<file path="config.mk">
export PLATFORM = sky130hd
export DESIGN_NAME = pixel_adjust_flat
export DESIGN_NICKNAME = d
export VERILOG_FILES = /design/src/rtl/pixel_adjust_if.sv /design/src/rtl/pixel_adjust.sv /design/src/flat_wrapper.sv
export SDC_FILE = /design/constraint.sdc
export NUM_CORES = 1
export LEC_CHECK = 0
export ABC_AREA = 1
export CORE_ASPECT_RATIO = 0.8
export CORE_MARGIN = 10
export CORE_UTILIZATION = 30
export CTS_CLUSTER_DIAMETER = 200
export DETAILED_ROUTE_END_ITERATION = 10
export PLACE_DENSITY_LB_ADDON = 0.08
export SYNTH_ARGS = -nofsm -noshare
export SYNTH_HDL_FRONTEND = slang
export SYNTH_SLANG_ARGS = --single-unit
</file>
<file path="constraint.sdc">
create_clock -name clk -period 8.35 [get_ports clk]
set_clock_uncertainty 0.2 [all_clocks]
set_input_delay 2.505 -clock clk [delete_from_list [all_inputs] [get_ports clk]]
set_output_delay 2.505 -clock clk [all_outputs]
set_load 0.02 [all_outputs]
</file>
<file path="src/rtl/pixel_adjust_if.sv">
// Brightness/contrast control pulses plus the RGB pixel stream in and out of pixel_adjust.
// The master side drives the pulses and input pixels; the slave side returns adjusted pixels and the active levels.
interface pixel_adjust_if;
  logic              frame_en;
  logic              binc;
  logic              bdec;
  logic              cinc;
  logic              cdec;
  logic              in_valid;
  logic [7:0]        r_in;
  logic [7:0]        g_in;
  logic [7:0]        b_in;
  logic              out_valid;
  logic [7:0]        r_out;
  logic [7:0]        g_out;
  logic [7:0]        b_out;
  logic signed [8:0] b_level;
  logic [5:0]        c_level;

  modport master (
    output frame_en, binc, bdec, cinc, cdec, in_valid, r_in, g_in, b_in,
    input  out_valid, r_out, g_out, b_out, b_level, c_level
  );

  modport slave (
    input  frame_en, binc, bdec, cinc, cdec, in_valid, r_in, g_in, b_in,
    output out_valid, r_out, g_out, b_out, b_level, c_level
  );
endinterface

</file>
<file path="src/rtl/pixel_adjust.sv">
// Frame-synchronous brightness/contrast adjust: pending settings track the control pulses,
// active settings load on frame_en, and a 2-stage saturating pipeline applies them per channel.
module pixel_adjust #(
  parameter int B_STEP    = 8,
  parameter int B_LIMIT   = 128,
  parameter int C_STEP    = 1,
  parameter int C_MAX     = 32,
  parameter int C_DEFAULT = 16
) (
  input logic          clk,
  input logic          rst,
  pixel_adjust_if.slave bus
);

  logic signed [8:0]  r_pb;
  logic signed [8:0]  r_ab;
  logic [5:0]         r_pc;
  logic [5:0]         r_ac;
  logic signed [8:0]  w_pb_nxt;
  logic [5:0]         w_pc_nxt;
  int                 w_b_sum;
  int                 w_c_sum;

  logic               r_v1;
  logic signed [10:0] r_s1_r;
  logic signed [10:0] r_s1_g;
  logic signed [10:0] r_s1_b;
  logic               r_v2;
  logic [7:0]         r_r_out;
  logic [7:0]         r_g_out;
  logic [7:0]         r_b_out;

  // Stage 1: gain about mid-grey, result kept wide and signed so stage 2 can saturate once.
  function automatic logic signed [10:0] f_stage1(input logic [7:0] p, input logic [5:0] g);
    logic signed [15:0] w_d;
    logic signed [15:0] w_prod;
    w_d    = $signed({8'd0, p}) - 16'sd128;
    w_prod = w_d * $signed({10'd0, g});
    return 11'((w_prod >>> 4) + 16'sd128);
  endfunction

  function automatic logic [7:0] f_stage2(input logic signed [10:0] s, input logic signed [8:0] b);
    logic signed [11:0] w_y;
    w_y = $signed({s[10], s}) + $signed({{3{b[8]}}, b});
    if (w_y < 12'sd0) begin
      return 8'd0;
    end else if (w_y > 12'sd255) begin
      return 8'hff;
    end else begin
      return w_y[7:0];
    end
  endfunction

  // Pending updates are evaluated in int so the saturation test never sees a wrapped value.
  always_comb begin
    w_b_sum  = int'(r_pb);
    w_c_sum  = int'(r_pc);
    if (bus.binc && !bus.bdec) begin
      w_b_sum = int'(r_pb) + B_STEP;
      if (w_b_sum > B_LIMIT - 1) begin
        w_b_sum = B_LIMIT - 1;
      end
    end else if (bus.bdec && !bus.binc) begin
      w_b_sum = int'(r_pb) - B_STEP;
      if (w_b_sum < -B_LIMIT) begin
        w_b_sum = -B_LIMIT;
      end
    end
    if (bus.cinc && !bus.cdec) begin
      w_c_sum = int'(r_pc) + C_STEP;
      if (w_c_sum > C_MAX) begin
        w_c_sum = C_MAX;
      end
    end else if (bus.cdec && !bus.cinc) begin
      w_c_sum = int'(r_pc) - C_STEP;
      if (w_c_sum < 0) begin
        w_c_sum = 0;
      end
    end
    w_pb_nxt = 9'(w_b_sum);
    w_pc_nxt = 6'(w_c_sum);
  end

  // Active settings take the pre-update pending value, so a pulse on the frame edge waits a frame.
  always_ff @(posedge clk) begin
    if (rst) begin
      r_pb <= '0;
      r_ab <= '0;
      r_pc <= 6'(C_DEFAULT);
      r_ac <= 6'(C_DEFAULT);
    end else begin
      r_pb <= w_pb_nxt;
      r_pc <= w_pc_nxt;
      if (bus.frame_en) begin
        r_ab <= r_pb;
        r_ac <= r_pc;
      end
    end
  end

  always_ff @(posedge clk) begin
    if (rst) begin
      r_v1    <= 1'b0;
      r_s1_r  <= '0;
      r_s1_g  <= '0;
      r_s1_b  <= '0;
      r_v2    <= 1'b0;
      r_r_out <= '0;
      r_g_out <= '0;
      r_b_out <= '0;
    end else begin
      r_v1 <= bus.in_valid;
      r_v2 <= r_v1;
      if (bus.in_valid) begin
        r_s1_r <= f_stage1(bus.r_in, r_ac);
        r_s1_g <= f_stage1(bus.g_in, r_ac);
        r_s1_b <= f_stage1(bus.b_in, r_ac);
      end
      if (r_v1) begin
        r_r_out <= f_stage2(r_s1_r, r_ab);
        r_g_out <= f_stage2(r_s1_g, r_ab);
        r_b_out <= f_stage2(r_s1_b, r_ab);
      end
    end
  end

  assign bus.out_valid = r_v2;
  assign bus.r_out     = r_r_out;
  assign bus.g_out     = r_g_out;
  assign bus.b_out     = r_b_out;
  assign bus.b_level   = r_ab;
  assign bus.c_level   = r_ac;

endmodule

</file>
<file path="src/flat_wrapper.sv">
// flat-port wrapper written by rule: the top's interface ports become plain ports
module pixel_adjust_flat 
#(
  parameter int B_STEP    = 8,
  parameter int B_LIMIT   = 128,
  parameter int C_STEP    = 1,
  parameter int C_MAX     = 32,
  parameter int C_DEFAULT = 16
)
  (clk, rst, bus_frame_en, bus_binc, bus_bdec, bus_cinc, bus_cdec, bus_in_valid, bus_r_in, bus_g_in, bus_b_in, bus_out_valid, bus_r_out, bus_g_out, bus_b_out, bus_b_level, bus_c_level);
  pixel_adjust_if bus_i ();
  input logic clk;
  input logic rst;
  input wire logic [$bits(bus_i.frame_en)-1:0] bus_frame_en;
  input wire logic [$bits(bus_i.binc)-1:0] bus_binc;
  input wire logic [$bits(bus_i.bdec)-1:0] bus_bdec;
  input wire logic [$bits(bus_i.cinc)-1:0] bus_cinc;
  input wire logic [$bits(bus_i.cdec)-1:0] bus_cdec;
  input wire logic [$bits(bus_i.in_valid)-1:0] bus_in_valid;
  input wire logic [$bits(bus_i.r_in)-1:0] bus_r_in;
  input wire logic [$bits(bus_i.g_in)-1:0] bus_g_in;
  input wire logic [$bits(bus_i.b_in)-1:0] bus_b_in;
  output wire logic [$bits(bus_i.out_valid)-1:0] bus_out_valid;
  output wire logic [$bits(bus_i.r_out)-1:0] bus_r_out;
  output wire logic [$bits(bus_i.g_out)-1:0] bus_g_out;
  output wire logic [$bits(bus_i.b_out)-1:0] bus_b_out;
  output wire logic [$bits(bus_i.b_level)-1:0] bus_b_level;
  output wire logic [$bits(bus_i.c_level)-1:0] bus_c_level;
  assign bus_i.frame_en = bus_frame_en;
  assign bus_i.binc = bus_binc;
  assign bus_i.bdec = bus_bdec;
  assign bus_i.cinc = bus_cinc;
  assign bus_i.cdec = bus_cdec;
  assign bus_i.in_valid = bus_in_valid;
  assign bus_i.r_in = bus_r_in;
  assign bus_i.g_in = bus_g_in;
  assign bus_i.b_in = bus_b_in;
  assign bus_out_valid = bus_i.out_valid;
  assign bus_r_out = bus_i.r_out;
  assign bus_g_out = bus_i.g_out;
  assign bus_b_out = bus_i.b_out;
  assign bus_b_level = bus_i.b_level;
  assign bus_c_level = bus_i.c_level;
  pixel_adjust #(.B_STEP(B_STEP), .B_LIMIT(B_LIMIT), .C_STEP(C_STEP), .C_MAX(C_MAX), .C_DEFAULT(C_DEFAULT)) u_core (.clk(clk), .rst(rst), .bus(bus_i));
endmodule
</file>
==> results.txt <==
CP max stage delay: 0.54 ns
Critical path launch point type: input port
Synth Register Bits: 85
Commonest cells after routing, fill and taps aside: nand2_1, inv_1, ha_1, nor2_1, fa_1
Post_cts resized: 0
Global-route wire length before repair: 56.3 mm
Drt pass-1 iters: 5
Worst-case clock buffer depth: 2
CP cell instances: clkdlybuf4s50_1 > nor2_1 > inv_1 > fa_1 > inv_1 > fa_1 > fa_1 > inv_1 > fa_1 > inv_1 > ha_1 > a21oi_1 > nor2_1 > nor2_1 > nand3_1 > nand2_1 > nand2_1 > ha_1 > nand3_1 > nand3_1 > o211ai_1 > inv_1
Clk Latency, worst-skew pair: 0.36 ns
Slowest-stage cell, CP: fa_1
P_leak: 7.95 nW
Leading cell type in the layout, fill and taps excluded: nand2_1
Share of post-route cells with drive strength above 1: 0.0401
MaxCap Viol Count: 0
Tcrit/Tclk final: 0.854
Routed len/inst: 13.2 µm
RSZ-0062 raised after global routing: no
Pin count of the biggest net entering global routing: 47
P per Cell Area: 181 nW/µm²
Total GRT Usage: 0.138
Num rows: 66
Async SR Flop Fraction: 0
Final core occ: 0.342
Hold Path Class: flip-flop to flip-flop
Worst path arrival time: 7.18 ns
Post-synthesis sequential area ratio: 0.139
N_diodes: 0
Fin. Hold Viols: 0
Most frequent CP cell: inv_1
Syn_area_per_cell: 6.49 µm²
Slew at the pin closest to its max-slew limit: 0.881 ns
Mapped Cells: 1886
Hold_ws: 0.266 ns
Die Y: 201 µm
Worst Path Required: 8.40 ns
Status: finished, final reports clean
Final setup violation count: 0
CTS tree: done
Antenna viol nets, final: 0
Setup Buffers After CTS: 0
Crit path kind: input port to flip-flop
Port bufs: 71
Remaining DRCs: 0
CTS root buffer: clkbuf_16
Fmax achieved: 0.140 GHz
Setup TNS: 0 ns
Tot Pwr: 2.50 mW
DR vias: 10956
Initial Util: 0.303
Pins Over Slew Limit: 0
Worst-path maximum fanout: 6
Crit path time final: 7.13 ns
First-iteration detailed-routing DRC count: 387
Bufs and invs on worst path: 6
Nets: 2205
VDD IR max: 0.0945 mV
Synth Flop Type: dfxtp_1
Final Wtd Congestion: 0.849
Synth warn: 0
# hold bufs at CTS: 0
Clock slew at reported path FFs: 0.07 ns
Layout filler cell count: 4518
Vias in the first global route: 11297
Clk sinks: 85
Hpwl dp: 27.2 mm
Syn_nets: 2149
DR vias/cell: 4.40
Number of enable flip-flop cells after synthesis: 0
Initial antenna violation count: 0
Synth-to-Final Area Change: 13.0%
Crit end category: flip-flop
DRT Wirelength: 32.8 mm
Syn Std Cell Area: 12200 µm²
Cts bufs inserted: 9
Top-Level Pins: 72
Count of cell types in the netlist: 43
H-tree depth: 3
Rel. slew slack: 0.412
Die width: 246 µm
Final non-filler cell total: 2491
Grt ovf: 0
Crit path max-delay family: adder cells
Die ar.: 49400 µm²
Core area: 40500 µm²
Inst Count DP: 2475
-- path summary, 6_finish.rpt --
path,slack (ns),depth (start not counted),from,endpoint
worst min-delay path,0.27,2,u_core.bus.g_out[5],u_core.bus.g_out[5]
worst max-delay path,1.22,22,bus_g_in[7],u_core.r_s1_g[9]
worst max register to register,3.02,23,u_core.bus.c_level[2],u_core.r_s1_g[9]
worst min register to register,0.27,2,u_core.bus.g_out[5],u_core.bus.g_out[5]
-- cell usage after synthesis, types with 2 or more instances --
cell | n | share of area
nor3_1 | 4 | 0.0016
a31oi_1 | 8 | 0.0041
nand2_1 | 516 | 0.16
nand2_2 | 24 | 0.012
a21o_1 | 2 | 0.0012
nand3_1 | 102 | 0.042
buf_1 | 3 | 0.00092
xnor2_1 | 15 | 0.011
clkinv_1 | 2 | 0.00061
ha_1 | 126 | 0.13
a21oi_1 | 104 | 0.043
o211ai_1 | 10 | 0.0061
fa_1 | 105 | 0.17
o21ai_1 | 2 | 0.00082
and3_1 | 5 | 0.0026
nor3_2 | 4 | 0.0033
nand4_1 | 16 | 0.0082
o21bai_1 | 6 | 0.0037
buf_4 | 2 | 0.0012
dfxtp_1 | 85 | 0.14
buf_6 | 2 | 0.0018
nor2_4 | 3 | 0.0028
xor2_1 | 32 | 0.023
o21ai_0 | 55 | 0.022
nand3_2 | 3 | 0.0025
nand3b_1 | 3 | 0.0018
or2_2 | 3 | 0.0015
clkbuf_1 | 25 | 0.0077
inv_1 | 471 | 0.14
a21oi_4 | 2 | 0.0027
nor2_1 | 125 | 0.038
buf_2 | 3 | 0.0012
nor2_2 | 8 | 0.0041
-- kinds of logic (layout without fill, tap and decap cells) --
group           count (synthesis)  in the layout  share of synthesized area
xor+xnor                       47             47                     0.0336
buf+inv                       509            570                      0.158
compound gates                194            194                     0.0871
fa+ha+maj                     231            231                      0.300
simple gates                  820            820                      0.282
flops                          85             85                      0.139
-- metal layers --
layer | GRT usage | wire, µm | vias to the layer above
li1 | - | - | 5793
met1 | 0.182 | 16400 | 5068
met2 | 0.239 | 15500 | 81
met3 | 0.0191 | 651 | 14
met4 | 0.0183 | 225 | 0
met5 | 0 | 0 | -
-- stage by stage --
step,setup slack [ns],area [µm²]
final,1.22,13800
after floorplan,1.74,12200
after CTS,1.23,13800
after global routing,0.843,13800
after global placement,0.939,13500
after detailed placement,0.835,13500
-- flip-flops by register name (all words and copies together), names as in the netlist, 6 cells and up --
name                count
u_core.bus.b_level      7
u_core.bus.g_out        8
u_core.bus.b_out        8
u_core.r_pb             7
u_core.bus.r_out        8
u_core.r_pc             6
u_core.bus.c_level      6
u_core.r_s1_b          11
u_core.r_s1_r          11
u_core.r_s1_g          11
-- layout make-up --
cell class	count	area [µm²]	share of cell area
repair buffers	80	768	0.0555
clock buffers	10	229	0.0165
multi-input cells	1292	8610	0.622
inverters	474	1780	0.129
flip-flops and latches	85	1700	0.123
well taps	544	681	0.0492
clock inverters	6	70.1	0.00506
-- tightest hold or removal path: stages, from the launching register on --
cell and delay (ns):
dfxtp_1 0.31, nand2_1 0.06, a21oi_1 0.05
-- power by group --
part,internal [mW],switching (mW),leakage [nW]
logic,0.582,0.971,7.11
clock network,0.235,0.184,0.141
registers,0.474,0.0559,0.702
No activity file was read; power rests on OpenSTA's default activity.
